## src/rtl/rand_delay_timer.sv

```systemverilog
// rtl/rand_delay_timer.sv - randomized wait timer: go pulse MIN_TICKS + (rnd << SHIFT) ticks after arm
module rand_delay_timer #(
  parameter int TICK_DIV  = 50000,
  parameter int MIN_TICKS = 1000,
  parameter int SHIFT     = 2,
  parameter int DLY_W     = 16
) (
  input  logic             clk,
  input  logic             rst,
  input  logic [7:0]       rnd,
  input  logic             arm,
  input  logic             cancel,
  output logic             busy,
  output logic             go,
  output logic [DLY_W-1:0] delay_ticks
);

  // A prescaler of at least one bit keeps TICK_DIV=1 legal; it then wraps every cycle.
  localparam int               PRE_W    = (TICK_DIV > 1) ? $clog2(TICK_DIV) : 1;
  localparam logic [PRE_W-1:0] PRE_LAST = PRE_W'(TICK_DIV - 1);

  typedef enum logic [1:0] {
    IDLE,
    WAIT,
    FIRE
  } state_t;

  state_t           state;
  logic [PRE_W-1:0] pre;
  logic [DLY_W-1:0] cnt;
  logic [DLY_W-1:0] load;

  // Fresh delay: the byte is widened to the counter width before shifting so no bits are lost.
  assign load = DLY_W'(MIN_TICKS) + (DLY_W'(rnd) << SHIFT);

  // Controller: accept arm in IDLE, count ticks in WAIT, pulse go in FIRE; cancel beats expiry.
  always_ff @(posedge clk) begin
    if (!rst) begin
      state       <= IDLE;
      busy        <= 1'b0;
      go          <= 1'b0;
      delay_ticks <= '0;
      pre         <= '0;
      cnt         <= '0;
    end else begin
      case (state)
        IDLE: begin
          go <= 1'b0;
          if (arm && !cancel) begin
            cnt         <= load;
            delay_ticks <= load;
            pre         <= '0;
            busy        <= 1'b1;
            state       <= WAIT;
          end
        end
        WAIT: begin
          if (cancel) begin
            busy  <= 1'b0;
            state <= IDLE;
          end else if (pre == PRE_LAST) begin
            pre <= '0;
            if (cnt == DLY_W'(1)) begin
              cnt   <= '0;
              go    <= 1'b1;
              state <= FIRE;
            end else begin
              cnt <= cnt - 1'b1;
            end
          end else begin
            pre <= pre + 1'b1;
          end
        end
        FIRE: begin
          go    <= 1'b0;
          busy  <= 1'b0;
          state <= IDLE;
        end
        default: begin
          go    <= 1'b0;
          busy  <= 1'b0;
          state <= IDLE;
        end
      endcase
    end
  end

endmodule

```

## config.mk

```make
export PLATFORM = sky130hd
export DESIGN_NAME = rand_delay_timer
export DESIGN_NICKNAME = d
export VERILOG_FILES = /design/src/rtl/rand_delay_timer.sv
export SDC_FILE = /design/constraint.sdc
export NUM_CORES = 1
export LEC_CHECK = 0
export ABC_AREA = 1
export BUFFER_PORTS_ARGS = -buffer_cell sky130_fd_sc_hd__buf_4
export CAP_MARGIN = 20
export CELL_PAD_IN_SITES_DETAIL_PLACEMENT = 1
export CELL_PAD_IN_SITES_GLOBAL_PLACEMENT = 1
export CORE_MARGIN = 1
export CORE_UTILIZATION = 42
export CTS_BUF_LIST = sky130_fd_sc_hd__clkbuf_8
export DETAILED_ROUTE_END_ITERATION = 8
export GPL_TIMING_DRIVEN = 0
export PLACE_DENSITY_LB_ADDON = 0.1
export RECOVER_POWER = 100
export SYNTH_ARGS = -nofsm -noshare
export SYNTH_HDL_FRONTEND = slang
export SYNTH_SLANG_ARGS = --single-unit
```

## constraint.sdc

```tcl
create_clock -name clk -period 1.84 [get_ports clk]
set_input_delay 0.276 -clock clk [delete_from_list [all_inputs] [get_ports clk]]
set_output_delay 0.276 -clock clk [all_outputs]
set_load 0.005 [all_outputs]
```

==> flow_results.xml <==
<?xml version="1.0" encoding="UTF-8"?>
<metrics>
  <group name="place">
    <metric name="dp_hpwl" unit="um">5980</metric>
    <metric name="post-place-cells" unit="">536</metric>
    <metric name="pre_cts_ws" unit="ps">-63.6</metric>
    <metric name="port_buffers" unit="">22</metric>
    <metric name="finalWeightedCongestion" unit="">0.803</metric>
  </group>
  <group name="critical_path">
    <metric name="cp.arrival" unit="ps">1960</metric>
    <metric name="criticalPathCategory" unit="">reg -&gt; reg</metric>
    <metric name="worst_ep_required" unit="ps">2040</metric>
    <metric name="worstSetupEndpointType" unit="">flop</metric>
    <metric name="timing.critical_path.from_type" unit="">flop</metric>
    <metric name="critical_path_peak_fanout" unit="">10</metric>
  </group>
  <group name="logic_synthesis">
    <metric name="synth_area_leader_cell" unit="">sky130_fd_sc_hd__dfxtp_1</metric>
    <metric name="number_of_distinct_standard_cells_referenced_by_the_synthesized_netlist" unit="">34</metric>
    <metric name="yosys-top-cells-count" unit="">sky130_fd_sc_hd__nand2_1, sky130_fd_sc_hd__nor2_1, sky130_fd_sc_hd__inv_1, sky130_fd_sc_hd__dfxtp_1, sky130_fd_sc_hd__o21ai_0</metric>
    <metric name="synth_most_common_cell" unit="">sky130_fd_sc_hd__nand2_1</metric>
    <metric name="post_synth_main_area_contributors" unit="">sky130_fd_sc_hd__dfxtp_1, sky130_fd_sc_hd__nand2_1, sky130_fd_sc_hd__nor2_1</metric>
    <metric name="syn_avg_cell_area" unit="sq um">6.26</metric>
    <metric name="async_reset_ff_frac" unit="">0</metric>
    <metric name="ys.flop_type" unit="">sky130_fd_sc_hd__dfxtp_1</metric>
    <metric name="synth_top_cell_area_share" unit="">0.333</metric>
    <metric name="synth-warning-count" unit="">0</metric>
    <metric name="post_synth_instance_area" unit="sq mm">0.00271</metric>
    <metric name="ys_seq_elements" unit="">45</metric>
    <metric name="synth_sequential_area_ratio" unit="">0.333</metric>
    <metric name="postSynthCellCount" unit="">433</metric>
    <metric name="synth_edf_count" unit="">0</metric>
  </group>
  <group name="clock_network">
    <metric name="cts_buffer_depth" unit="">2</metric>
    <metric name="cts_made_buffers" unit="">5</metric>
    <metric name="clkLatencyLatePin" unit="ps">300</metric>
    <metric name="numClockSinks" unit="">45</metric>
    <metric name="clk_pin_slew_worst_paths" unit="ps">100</metric>
    <metric name="postCtsHoldBufs" unit="">0</metric>
    <metric name="cts_tree" unit="">built</metric>
    <metric name="htreeDepth" unit="">2</metric>
    <metric name="cts_root_buffer" unit="">sky130_fd_sc_hd__clkbuf_8</metric>
  </group>
  <group name="timing">
    <metric name="report.final.setup_viol" unit="">0</metric>
    <metric name="setup_total_negative_slack" unit="ps">0</metric>
    <metric name="unrepaired_setup_endpoints_after_global_routing" unit="">yes</metric>
    <metric name="max_clock_freq" unit="MHz">571</metric>
    <metric name="timing.final.ws_setup" unit="ps">89.2</metric>
    <metric name="hold_viol" unit="">0</metric>
    <metric name="layout_min_cycle_time" unit="ps">1750</metric>
    <metric name="timing.final.crit_share" unit="">0.952</metric>
    <metric name="maxSlewViolCount" unit="">0</metric>
    <metric name="worst_setup_skew_after_layout" unit="ps">14.2</metric>
  </group>
  <group name="layout">
    <metric name="postLayoutCoreUtil" unit="">0.526</metric>
    <metric name="n_antenna_cell" unit="">0</metric>
    <metric name="syn_to_final_growth" unit="%">17.8</metric>
    <metric name="final.fill_count" unit="">860</metric>
    <metric name="final_nets" unit="">489</metric>
    <metric name="layout.area.seq" unit="sq um">903</metric>
    <metric name="final_layout_size_suffix_gt1_frac" unit="">0.152</metric>
    <metric name="post_layout_nonfiller_instances" unit="">549</metric>
    <metric name="area_used_by_multi_input_combinational_logic" unit="sq mm">0.00152</metric>
  </group>
  <group name="floorplanning">
    <metric name="initial_cell_density_of_the_core" unit="">0.447</metric>
    <metric name="die_x" unit="um">82.3</metric>
    <metric name="rows" unit="">28</metric>
    <metric name="dieArea" unit="sq mm">0.00677</metric>
    <metric name="die_height" unit="um">82.3</metric>
    <metric name="fp.coreArea" unit="sq mm">0.00606</metric>
    <metric name="io_pins" unit="">30</metric>
  </group>
  <group name="pwr">
    <metric name="p_leak" unit="nW">1.47</metric>
    <metric name="comb_power_share" unit="">0.255</metric>
    <metric name="power.net_switching" unit="mW">0.796</metric>
    <metric name="power.switching_fraction" unit="">0.318</metric>
    <metric name="ir_drop" unit="uV">433</metric>
    <metric name="cellPowerDensity" unit="mW/mm^2">784</metric>
    <metric name="clkPwrFrac" unit="">0.318</metric>
    <metric name="share_of_power_burned_in_registers" unit="">0.427</metric>
    <metric name="p_int" unit="mW">1.70</metric>
    <metric name="power" unit="mW">2.50</metric>
  </group>
  <group name="global_routing">
    <metric name="grt.total_usage" unit="">0.239</metric>
    <metric name="first_pass_grt_wire_length" unit="um">12100</metric>
    <metric name="first_global_vias" unit="">2650</metric>
    <metric name="pin_count_of_the_biggest_net_entering_global_routing" unit="">15</metric>
    <metric name="antenna_found_initial" unit="">0</metric>
    <metric name="overflow" unit="">0</metric>
  </group>
  <group name="routing">
    <metric name="post-route-drc-count" unit="">0</metric>
    <metric name="drt-wirelength-per-cell" unit="um">14.2</metric>
    <metric name="detail_route.wirelength" unit="um">7810</metric>
    <metric name="antenna_nets_post_route" unit="">0</metric>
    <metric name="dr_iter_0_viols" unit="">96</metric>
    <metric name="firstDrtPassIters" unit="">4</metric>
    <metric name="route.vias.total" unit="">2807</metric>
    <metric name="via_density_per_instance" unit="">5.11</metric>
  </group>
  <group name="worst_hold_path">
    <metric name="hold_path.class" unit="">in -&gt; reg</metric>
  </group>
  <group name="run">
    <metric name="drv_cap" unit="">0</metric>
  </group>
  <group name="run_status">
    <metric name="run_status" unit="">finished, final reports clean</metric>
  </group>
</metrics>
area by class of cell:
type / count / share of cell area
plain buffers: 14 / 0.0345
clock buffers: 6 / 0.0259
inverters: 62 / 0.0757
well taps: 75 / 0.0294
multi-input cells: 318 / 0.476
repair buffers: 27 / 0.0635
flip-flops and latches: 45 / 0.283
clock inverters: 2 / 0.0118
state kept, by name, summed over array words and instances (netlist names):
signal	flops
busy	1
delay_ticks	9
cnt	16
go	1
state	2
pre	16
worst max-delay path, stage by stage, from the launching register on:
cell and delay (ps):
sky130_fd_sc_hd__dfxtp_1 360, sky130_fd_sc_hd__inv_1 80, sky130_fd_sc_hd__nor2_4 260, sky130_fd_sc_hd__nand2_2 150, sky130_fd_sc_hd__nand2_8 150, sky130_fd_sc_hd__nand2_1 130, sky130_fd_sc_hd__nor2_1 210, sky130_fd_sc_hd__nand3_1 150
sky130_fd_sc_hd__nor2_1 110, sky130_fd_sc_hd__nor3_1 50
final timing paths:
kind | slack [ps] | from | end | cells after the start
worst max-delay path | 90 | state[0]$_SDFFE_PN0P_ | pre[14]$_SDFFE_PN0P_ | 9
worst min-delay path | 190 | rnd[1] | delay_ticks[3]$_SDFFE_PN0P_ | 2
worst max register to register | 90 | state[0]$_SDFFE_PN0P_ | pre[14]$_SDFFE_PN0P_ | 9
worst min register to register | 460 | busy$_SDFFE_PN0P_ | busy$_SDFFE_PN0P_ | 2
metal layers:
layer / vias up / routed length, um / global-route usage / share of wire
met2: 47 / 4130 / 0.459 / 0.53
met5: - / 0 / 0 / 0
met3: 16 / 214 / 0.0385 / 0.027
li1: 1415 / - / - / -
met1: 1329 / 3300 / 0.257 / 0.42
met4: 0 / 175 / 0.0912 / 0.022
power groups by stage:
stage	combinational (mW)	sequential [mW]	clock (mW)
after global routing	0.725	1.08	0.850
after CTS	0.617	1.07	0.813
after global placement	0.582	1.09	0
after floorplan	0.431	1.08	0
final	0.637	1.07	0.795
after detailed placement	0.604	1.09	0
cell usage in the layout (no fill, tap or decap), drive strengths merged, types with 2 or more instances in the layout:
master,count
a21oi,20
buf,28
clkbuf,19
clkinvlp,2
conb,7
dfxtp,45
ha,4
inv,61
nand2,103
nand3,24
nand4,6
nor2,93
nor3,12
o21ai,32
xnor2,3
xor2,8
what timing repair did:
item / 4_1_cts / 5_1_grt
setup buffers: 2 / 3
pin swaps: 0 / 1
setup endpoints to repair: 15 / 29
resized for setup: 1 / 15
logic make-up (layout without fill, tap and decap cells):
group,after synthesis,after routing,share of synthesized area
xor+xnor,11,11,0.0356
simple gates,241,241,0.375
compound gates,55,55,0.111
flops,45,45,0.333
buf+inv,76,111,0.126
fa+ha+maj,4,4,0.0185
other cells,1,7,0.00138
metrics by stage:
stage,area (sq um),hold WS (ps)
2_1_floorplan,2730,365
3_3_place_gp,2990,437
3_5_place_dp,2990,450
4_1_cts,3130,186
5_1_grt,3190,188
6_report,3190,194
No activity file was read; power rests on OpenSTA's default activity.
